$ cat src/rtl/seg_pkg.sv
`default_nettype none
// ============================================================================
//  Module   : seg_pkg
//  Brief    : Shared constants, glyph table, FSM state type and pattern
//             classifier for the seven-segment reader.
//             SEG_READER_DP_EN widens the pattern to include the decimal
//             point line (bit 7).
//  Revision : 1.0  initial release
// ============================================================================
package seg_pkg;

    // Active-low pattern with every segment dark
    localparam logic [6:0] SEG_BLANK = 7'h7F;

`ifdef SEG_READER_DP_EN
    localparam int PAT_W = 8;
`else
    localparam int PAT_W = 7;
`endif

    // Active-low glyphs, bit0=a ... bit6=g, indexed by hex value
    localparam logic [6:0] SEG_GLYPH [16] = '{
        7'h40, 7'h79, 7'h24, 7'h30, 7'h19, 7'h12, 7'h02, 7'h78,
        7'h00, 7'h10, 7'h08, 7'h03, 7'h46, 7'h21, 7'h06, 7'h0E
    };

    typedef enum logic [0:0] {
        TRACK   = 1'b0,
        PRESENT = 1'b1
    } state_t;

    // Returns {legal, code}; code is 0 when the pattern is not a glyph
    function automatic logic [4:0] seg_to_code(input logic [6:0] pat);
        logic [4:0] res;
        res = 5'b0;
        for (int i = 0; i < 16; i++) begin
            if (pat == SEG_GLYPH[i]) begin
                res = {1'b1, 4'(i)};
            end
        end
        return res;
    endfunction

endpackage : seg_pkg
`default_nettype wire

$ cat src/rtl/seg_debounce.sv
`default_nettype none
// ============================================================================
//  Module   : seg_debounce
//  Brief    : Multi-flop synchroniser followed by a saturating stability
//             counter. Emits a one-clock accept pulse when the synchronised
//             pattern has been identical for STABLE_CYCLES samples.
//  Revision : 1.0  initial release
// ============================================================================
module seg_debounce #(
    parameter int W             = 7,
    parameter int SYNC_STAGES   = 2,
    parameter int STABLE_CYCLES = 16
) (
    input  logic         clk,
    input  logic         reset_n,
    input  logic [W-1:0] pat_i,
    output logic         accept_o,
    output logic [W-1:0] pat_o
);

    localparam int             CW    = $clog2(STABLE_CYCLES + 1);
    localparam logic [CW-1:0]  C_MAX = CW'(STABLE_CYCLES);
    localparam logic [CW-1:0]  C_PRE = CW'(STABLE_CYCLES - 1);

    logic [W-1:0]  sync_q [SYNC_STAGES];
    logic [W-1:0]  prev_q, prev_d;
    logic [CW-1:0] cnt_q, cnt_d;
    logic          same;

    // Synchroniser chain; resets to the all-dark pattern
    always_ff @(posedge clk or negedge reset_n) begin
        if (!reset_n) begin
            for (int i = 0; i < SYNC_STAGES; i++) begin
                sync_q[i] <= '1;
            end
        end else begin
            sync_q[0] <= pat_i;
            for (int i = 1; i < SYNC_STAGES; i++) begin
                sync_q[i] <= sync_q[i-1];
            end
        end
    end

    // Stability counter: clears on any change, saturates once stable
    always_comb begin
        same     = (sync_q[SYNC_STAGES-1] == prev_q);
        prev_d   = sync_q[SYNC_STAGES-1];
        cnt_d    = '0;
        accept_o = 1'b0;
        if (same) begin
            cnt_d    = (cnt_q == C_MAX) ? cnt_q : cnt_q + 1'b1;
            accept_o = (cnt_q == C_PRE);
        end
    end

    // Previous-sample and counter registers
    always_ff @(posedge clk or negedge reset_n) begin
        if (!reset_n) begin
            prev_q <= '1;
            cnt_q  <= '0;
        end else begin
            prev_q <= prev_d;
            cnt_q  <= cnt_d;
        end
    end

    assign pat_o = sync_q[SYNC_STAGES-1];

endmodule : seg_debounce
`default_nettype wire

$ cat src/rtl/seven_seg_reader.sv
`default_nettype none
// ============================================================================
//  Module   : seven_seg_reader
//  Brief    : Recovers the hex code shown on an active-low 7-segment bus.
//             Debounced patterns are classified (glyph / blank / illegal),
//             filtered so only changes are reported, and presented over a
//             valid/ready handshake with overrun indication on replacement.
//             Define SEG_READER_DP_EN to add the dp_n input and out_dp output.
//  Revision : 1.0  initial release
// ============================================================================
module seven_seg_reader
    import seg_pkg::*;
#(
    parameter int SYNC_STAGES   = 2,
    parameter int STABLE_CYCLES = 16
) (
    input  logic       clk,
    input  logic       reset_n,
    input  logic [6:0] seg_n,
`ifdef SEG_READER_DP_EN
    input  logic       dp_n,
    output logic       out_dp,
`endif
    output logic [3:0] out_code,
    output logic       out_blank,
    output logic       out_err,
    output logic       out_valid,
    input  logic       out_ready,
    output logic       overrun
);

    logic [PAT_W-1:0] pat_in;
    logic [PAT_W-1:0] pat;
    logic             accept;

`ifdef SEG_READER_DP_EN
    assign pat_in = {dp_n, seg_n};
`else
    assign pat_in = seg_n;
`endif

    seg_debounce #(
        .W             (PAT_W),
        .SYNC_STAGES   (SYNC_STAGES),
        .STABLE_CYCLES (STABLE_CYCLES)
    ) u_debounce (
        .clk      (clk),
        .reset_n  (reset_n),
        .pat_i    (pat_in),
        .accept_o (accept),
        .pat_o    (pat)
    );

    state_t           state_q, state_d;
    logic [PAT_W-1:0] last_q, last_d;
    logic [3:0]       code_q, code_d;
    logic             blank_q, blank_d;
    logic             err_q, err_d;
    logic             valid_q, valid_d;
    logic             overrun_q, overrun_d;

    logic             change;
    logic [4:0]       cls;
    logic             is_blank;
    logic [3:0]       new_code;
    logic             new_err;

    // Classification of the debounced pattern and change detection
    always_comb begin
        cls      = seg_to_code(pat[6:0]);
        is_blank = (pat[6:0] == SEG_BLANK);
        new_code = cls[4] ? cls[3:0] : 4'h0;
        new_err  = !cls[4] && !is_blank;
        change   = accept && (pat != last_q);
    end

    // Handshake FSM: load on change, release on transfer, flag replacement
    always_comb begin
        state_d   = state_q;
        last_d    = last_q;
        code_d    = code_q;
        blank_d   = blank_q;
        err_d     = err_q;
        valid_d   = valid_q;
        overrun_d = 1'b0;
        case (state_q)
            TRACK: begin
                if (change) begin
                    state_d = PRESENT;
                    valid_d = 1'b1;
                end
            end
            PRESENT: begin
                if (change) begin
                    // Undelivered result lost only if not taken this clock
                    overrun_d = !out_ready;
                end else if (out_ready) begin
                    state_d = TRACK;
                    valid_d = 1'b0;
                end
            end
            default: begin
                state_d = TRACK;
                valid_d = 1'b0;
            end
        endcase
        if (change) begin
            last_d  = pat;
            code_d  = new_code;
            blank_d = is_blank;
            err_d   = new_err;
        end
    end

    // State and output registers
    always_ff @(posedge clk or negedge reset_n) begin
        if (!reset_n) begin
            state_q   <= TRACK;
            last_q    <= '1;
            code_q    <= 4'h0;
            blank_q   <= 1'b0;
            err_q     <= 1'b0;
            valid_q   <= 1'b0;
            overrun_q <= 1'b0;
        end else begin
            state_q   <= state_d;
            last_q    <= last_d;
            code_q    <= code_d;
            blank_q   <= blank_d;
            err_q     <= err_d;
            valid_q   <= valid_d;
            overrun_q <= overrun_d;
        end
    end

    assign out_code  = code_q;
    assign out_blank = blank_q;
    assign out_err   = err_q;
    assign out_valid = valid_q;
    assign overrun   = overrun_q;

`ifdef SEG_READER_DP_EN
    // DP line is bit 7 of the last reported pattern; cleared with the outputs
    assign out_dp = valid_q ? !last_q[7] : 1'b0;
`endif

endmodule : seven_seg_reader
`default_nettype wire

$ cat config.mk
export PLATFORM = sky130hd
export DESIGN_NAME = seven_seg_reader
export DESIGN_NICKNAME = d
export VERILOG_FILES = /design/src/rtl/seg_pkg.sv /design/src/rtl/seg_debounce.sv /design/src/rtl/seven_seg_reader.sv
export SDC_FILE = /design/constraint.sdc
export NUM_CORES = 1
export LEC_CHECK = 0
export CAP_MARGIN = 0
export CORE_MARGIN = 5
export CORE_UTILIZATION = 61
export DETAILED_ROUTE_END_ITERATION = 10
export PLACE_DENSITY = 0.84
export SYNTH_ARGS = -nofsm -noshare
export SYNTH_HDL_FRONTEND = slang
export SYNTH_HIERARCHICAL = 1
export SYNTH_SLANG_ARGS = --single-unit
export TNS_END_PERCENT = 100
$ cat constraint.sdc
create_clock -name clk -period 6 [get_ports clk]
set_input_delay 0.9 -clock clk [delete_from_list [all_inputs] [get_ports clk]]
set_output_delay 0.9 -clock clk [all_outputs]
set_load 0.03 [all_outputs]
Yosys cells after proc, flatten, opt, wreduce, memory -nomap -nowiden --
Index checks and enable logic that the tools add are counted.
Operators by class: add/sub/neg operators 1, equality and inequality tests 24, muxes and demuxes 30, bitwise operators 1, reductions and logical operators 7
Operator list (number):
- 2-to-1 mux 5 bit | 18
- == test 7 bit, second input constant | 5
- == test 7 x 5 -> 1 bit, second input constant | 3
- == test 7 x 6 -> 1 bit, second input constant | 3
- == test 7 x 2 -> 1 bit, second input constant | 2
- == test 7 x 4 -> 1 bit, second input constant | 2
- 2-to-1 mux 1 bit | 9
- != test 2 bit, second input constant | 4
- == test 7 x 3 -> 1 bit, second input constant | 1
- == test 7 bit | 1
- logical NOT 7 bit | 1
- != test 7 bit | 1
- adder 5 x 1 -> 5 bit, second input constant | 1
- == test 5 x 4 -> 1 bit, second input constant | 1
- == test 5 bit, second input constant | 1
- 2-to-1 mux 4 bit | 1
- case mux 1 bit (2 select lines) | 2
- logical NOT 1 bit | 3
- AND reduction 3 bit | 1
- logical AND 1 bit | 2
- NOT 1 bit | 1
Word-level totals: flip-flop bits (word level) 42, input bits 10, word-level logic and storage cells 74

Logic depth before layout (Yosys ltp) --
depth in word-level cells 19, gate-level depth with buffers 10, gate-level depth less buffers 8

Hierarchy --
The synthesis kept the hierarchy.
By module, submodules not included:
- seven_seg_reader | times used 1, cells an instance 107, area an instance 1059.8 um^2
- seg_debounce | times used 1, cells an instance 63, area an instance 962.2 um^2

Worst setup path after synthesis --
Ideal clock, no wire load.
path kind register to register, from reg u_debounce.sync_q (netlist bit u_debounce/pat_o[2]), to reg code_q[0], in the netlist out_code[0], setup time 121 ps, arrival time 1938 ps, required time 5879 ps, setup slack 3941 ps, cell stages (with the launch flop) 8, buffers on the path 2, clock period less this slack 2059 ps, cells stage by stage dfstp_2 xnor2_1 nand4_1 nor3_1 clkbuf_1 o41ai_4 buf_4 a22o_1
RTL lines:
- start: declaration | RTL line seg_debounce.sv:25 | logic [W-1:0] sync_q [SYNC_STAGES];
- start signal: indexed assignment | RTL line seg_debounce.sv:39 | sync_q[i] <= sync_q[i-1];
- == test 7 bit | RTL line seg_debounce.sv:46 | same = (sync_q[SYNC_STAGES-1] == prev_q);
- 2-to-1 mux 1 bit | RTL line seg_debounce.sv:50 | if (same) begin
- net accept | RTL line seven_seg_reader.sv:34 | logic accept;
- logical AND 1 bit | RTL line seven_seg_reader.sv:74 | change = accept && (pat != last_q);
- end signal: assignment | RTL line seven_seg_reader.sv:128 | code_q <= code_d;
- end: declaration | RTL line seven_seg_reader.sv:56 | logic [3:0] code_q, code_d;
The timed path passes the listed nets, and every way through them passes these cells. A chain may end at the register's enable or synchronous reset.

Worst setup path in the final report --
from reg blank_q, in the netlist out_blank, to out out_blank
RTL lines:
- start: declaration | RTL line seven_seg_reader.sv:57 | logic blank_q, blank_d;
- start signal: assignment | RTL line seven_seg_reader.sv:129 | blank_q <= blank_d;
- end: declaration | RTL line seven_seg_reader.sv:25 | output logic out_blank,
No word-level cell between the ends.

==> results.yml <==
status:
  status: "completed"
cts:
  post_cts_resized: 0
  path_clk_slew_ns: 0.13
  postCtsHoldBufs: 0
  htreeDepth: 2
  clk_latency_ns: 0.36
  cts_tree: "built"
  cts-root-buf: "clkbuf_4"
  cts.sinks: 42
  cts.path.max_buffers: 2
  post-cts-setup-buffers: 0
  cts_buffers: 5
yosys:
  synth.most_common_cell: "dfstp_2"
  synth_edf_count: 0
  yosys_warnings: 6
  yosysTopAreaCell: "dfstp_2"
  async_reset_ff_share_pct: 100
  postSynthCellCount: 170
  ys_types: 48
  synth_area_um2: 2020
  ys_seq_area_share_pct: 53.7
  yosysTopAreaCellShare_pct: 36.4
  ys_top_cells_by_area: "dfstp_2, dfrtp_1, xnor2_1"
  synth_commonest_cells: "dfstp_2, dfrtp_1, xnor2_1"
  ys.flop_type: "dfstp_2"
  synth_seq_cells: 42
  syn-mean-instance-area_um2: 11.9
  syn_nets: 183
power_and_ir_drop:
  peakVddDrop_mv: 0.163
  p_per_area_nw_per_um2: 253
  p_leak_uw: 0.000872
timing:
  max_freq_mhz: 433
  tightestPinTransition_ns: 0.878
  fin_crit_sh_pct: 38.5
  final-hold-violation-count: 0
  finalMaxSlewViolations: 0
  slew_headroom_pct: 41.5
  post-route-worst-setup-slack_ns: 3.69
  tns_ns: 0
  skew_ns: 0.0154
  min_period_ns: 2.31
  setup_violations: 0
  rsz0062_at_grt: "false"
final_layout:
  final_layout_size_suffix_gt1_share_pct: 28.7
  antenna_cells: 0
  finalNetCount: 190
  area_delta_synth_final_pct: 10.9
worst_hold_path:
  hp-start: "u_debounce/sync_q[9]"
  min_path_type: "reg2reg"
  whs_path_depth: 0
  min_to: "u_debounce/pat_o[2]"
global_route:
  grt_pass1_wl_um: 5890
  grt_pass1_vias: 1391
  grt_usage_pct: 17.6
  gr-total-overflow: 0
  antenna_found_initial: 0
  grt_start_max_net_pins: 43
worst_setup_path:
  critPathTopFamily: "buffers and inverters"
  crit_fanout: 2
  start_kind: "register"
  cp_num_buf_inv: 1
  end_kind: "primary output"
  crit_slowest_cell: "clkdlybuf4s50_1"
  reg2reg_depth: 7
  slowest_delay_ns: 0.68
  r2r-start: "u_debounce/pat_o[6]"
  required_ns: 5.10
  r2r_slack_ns: 3.69
  cp_cell_sequence: "clkdlybuf4s50_1"
  critPathArrivalTime_ns: 1.41
  path_class: "reg2out"
  r2r-end: "out_valid"
floorplanning:
  core_area_um2: 3280
  die_h_um: 67.6
  start_util_pct: 61.6
  std_cell_rows: 21
  die_w_um: 67.6
  dieArea_um2: 4570
  io_pins: 18
placement:
  post-place-ws_ns: 3.68
  hpwl_um: 2360
  gp_congestion: 0.813
  io_buffers: 17
drt:
  ant_nets: 0
  wire_per_inst_um: 15.2
  dr.pass1.iters: 4
  num_vias: 1295
  routed_wirelength_um: 3410
  drtIter0Drc: 183
  drc: 0
  via_per_inst: 5.78
flow_run:
  maxCapViolations: 0
-- placed cells by master (no fill, tap or decap), drive strengths merged, types with 2 or more instances in the layout --
master	instances
nand2b	3
nand3	3
nor2	6
xnor2	13
mux2	8
ha	3
nor4	2
dfstp	28
o21ai	6
buf	2
dfrtp	14
clkdlybuf4s50	16
inv	5
clkbuf	5
a21o	3
nor3	11
xor2	5
bufinv	2
nand2	5
nand4	3
nor3b	2
or3b	2
a21oi	5
a31oi	2
and3	2
-- through the flow --
stage	total power, uW	instances	hold slack [ns]	utilization, %	instance area [um^2]
after floorplan	337	170	0.345	-	2020
after global placement	347	216	0.346	65.0	2140
after detailed placement	350	216	0.347	65.0	2140
after CTS	574	224	0.362	68.3	2240
after global routing	592	224	0.367	68.3	2240
final	568	224	0.359	68.3	2240
-- per-layer routing --
metal  GRT usage [%]  up-vias  part of all wire [%]  wire, um
li1                -      610                     -         -
met1            20.4      638                    42      1450
met2            30.0       38                    52      1760
met3            4.16        9                   4.2       144
met4            8.86        0                   1.8        63
met5               0        -                     0         0
-- state kept, by name, indices dropped and copies added, names as in the netlist --
signal,cells
overrun,1
out_valid,1
u_debounce/pat_o,7
out_code,4
u_debounce/sync_q,7
u_debounce/prev_q,7
last_q,7
out_blank,1
out_err,1
state_q,1
u_debounce/cnt_q,5
-- worst reg2reg max path, cell delays in order (launching register included) --
cell     delay, ns
dfstp_2       0.78
xnor2_1       0.18
nand4_1       0.27
nor3_1        0.23
buf_4         0.21
o41ai_4       0.18
a21o_1        0.23
a22oi_1       0.15
-- worst max-delay path by stage --
stage	startpoint	end	slack (ns)	cells after the start
4_1_cts	u_debounce/pat_o[6]	out_valid	3.66	7
3_3_place_gp	u_debounce/pat_o[6]	out_valid	3.74	7
3_5_place_dp	u_debounce/pat_o[6]	out_valid	3.68	7
2_1_floorplan	u_debounce/pat_o[2]	out_code[0]	3.94	7
6_report	out_blank	out_blank	3.69	1
5_1_grt	u_debounce/pat_o[6]	out_valid	3.53	7
-- power by group --
group / internal [uW] / leakage (uW) / switching, uW
combinational: 16.6 / 0.000329 / 16.7
sequential: 297 / 0.000488 / 14.6
clock: 130 / 0.0000554 / 92.7
total: 444 / 0.000872 / 124
-- cells by family (layout without fill, tap and decap cells) --
group | after synthesis | count (layout) | synth area share, %
simple gates | 47 | 47 | 14.5
fa+ha+maj | 3 | 3 | 1.86
buf+inv | 23 | 31 | 6.68
flops | 42 | 42 | 53.7
compound gates | 28 | 28 | 10.5
mux | 9 | 9 | 4.95
xor+xnor | 18 | 18 | 7.80
-- area by class of cell --
class                   instances  area, um^2
well taps                      46        57.6
clock buffers                   5        37.5
multi-input cells             105         801
fillers                       247        1040
clock inverters                 3        68.8
flip-flops and latches         42        1090
repair buffers                 18         173
inverters                       5        18.8
No activity file was read; power rests on OpenSTA's default activity.
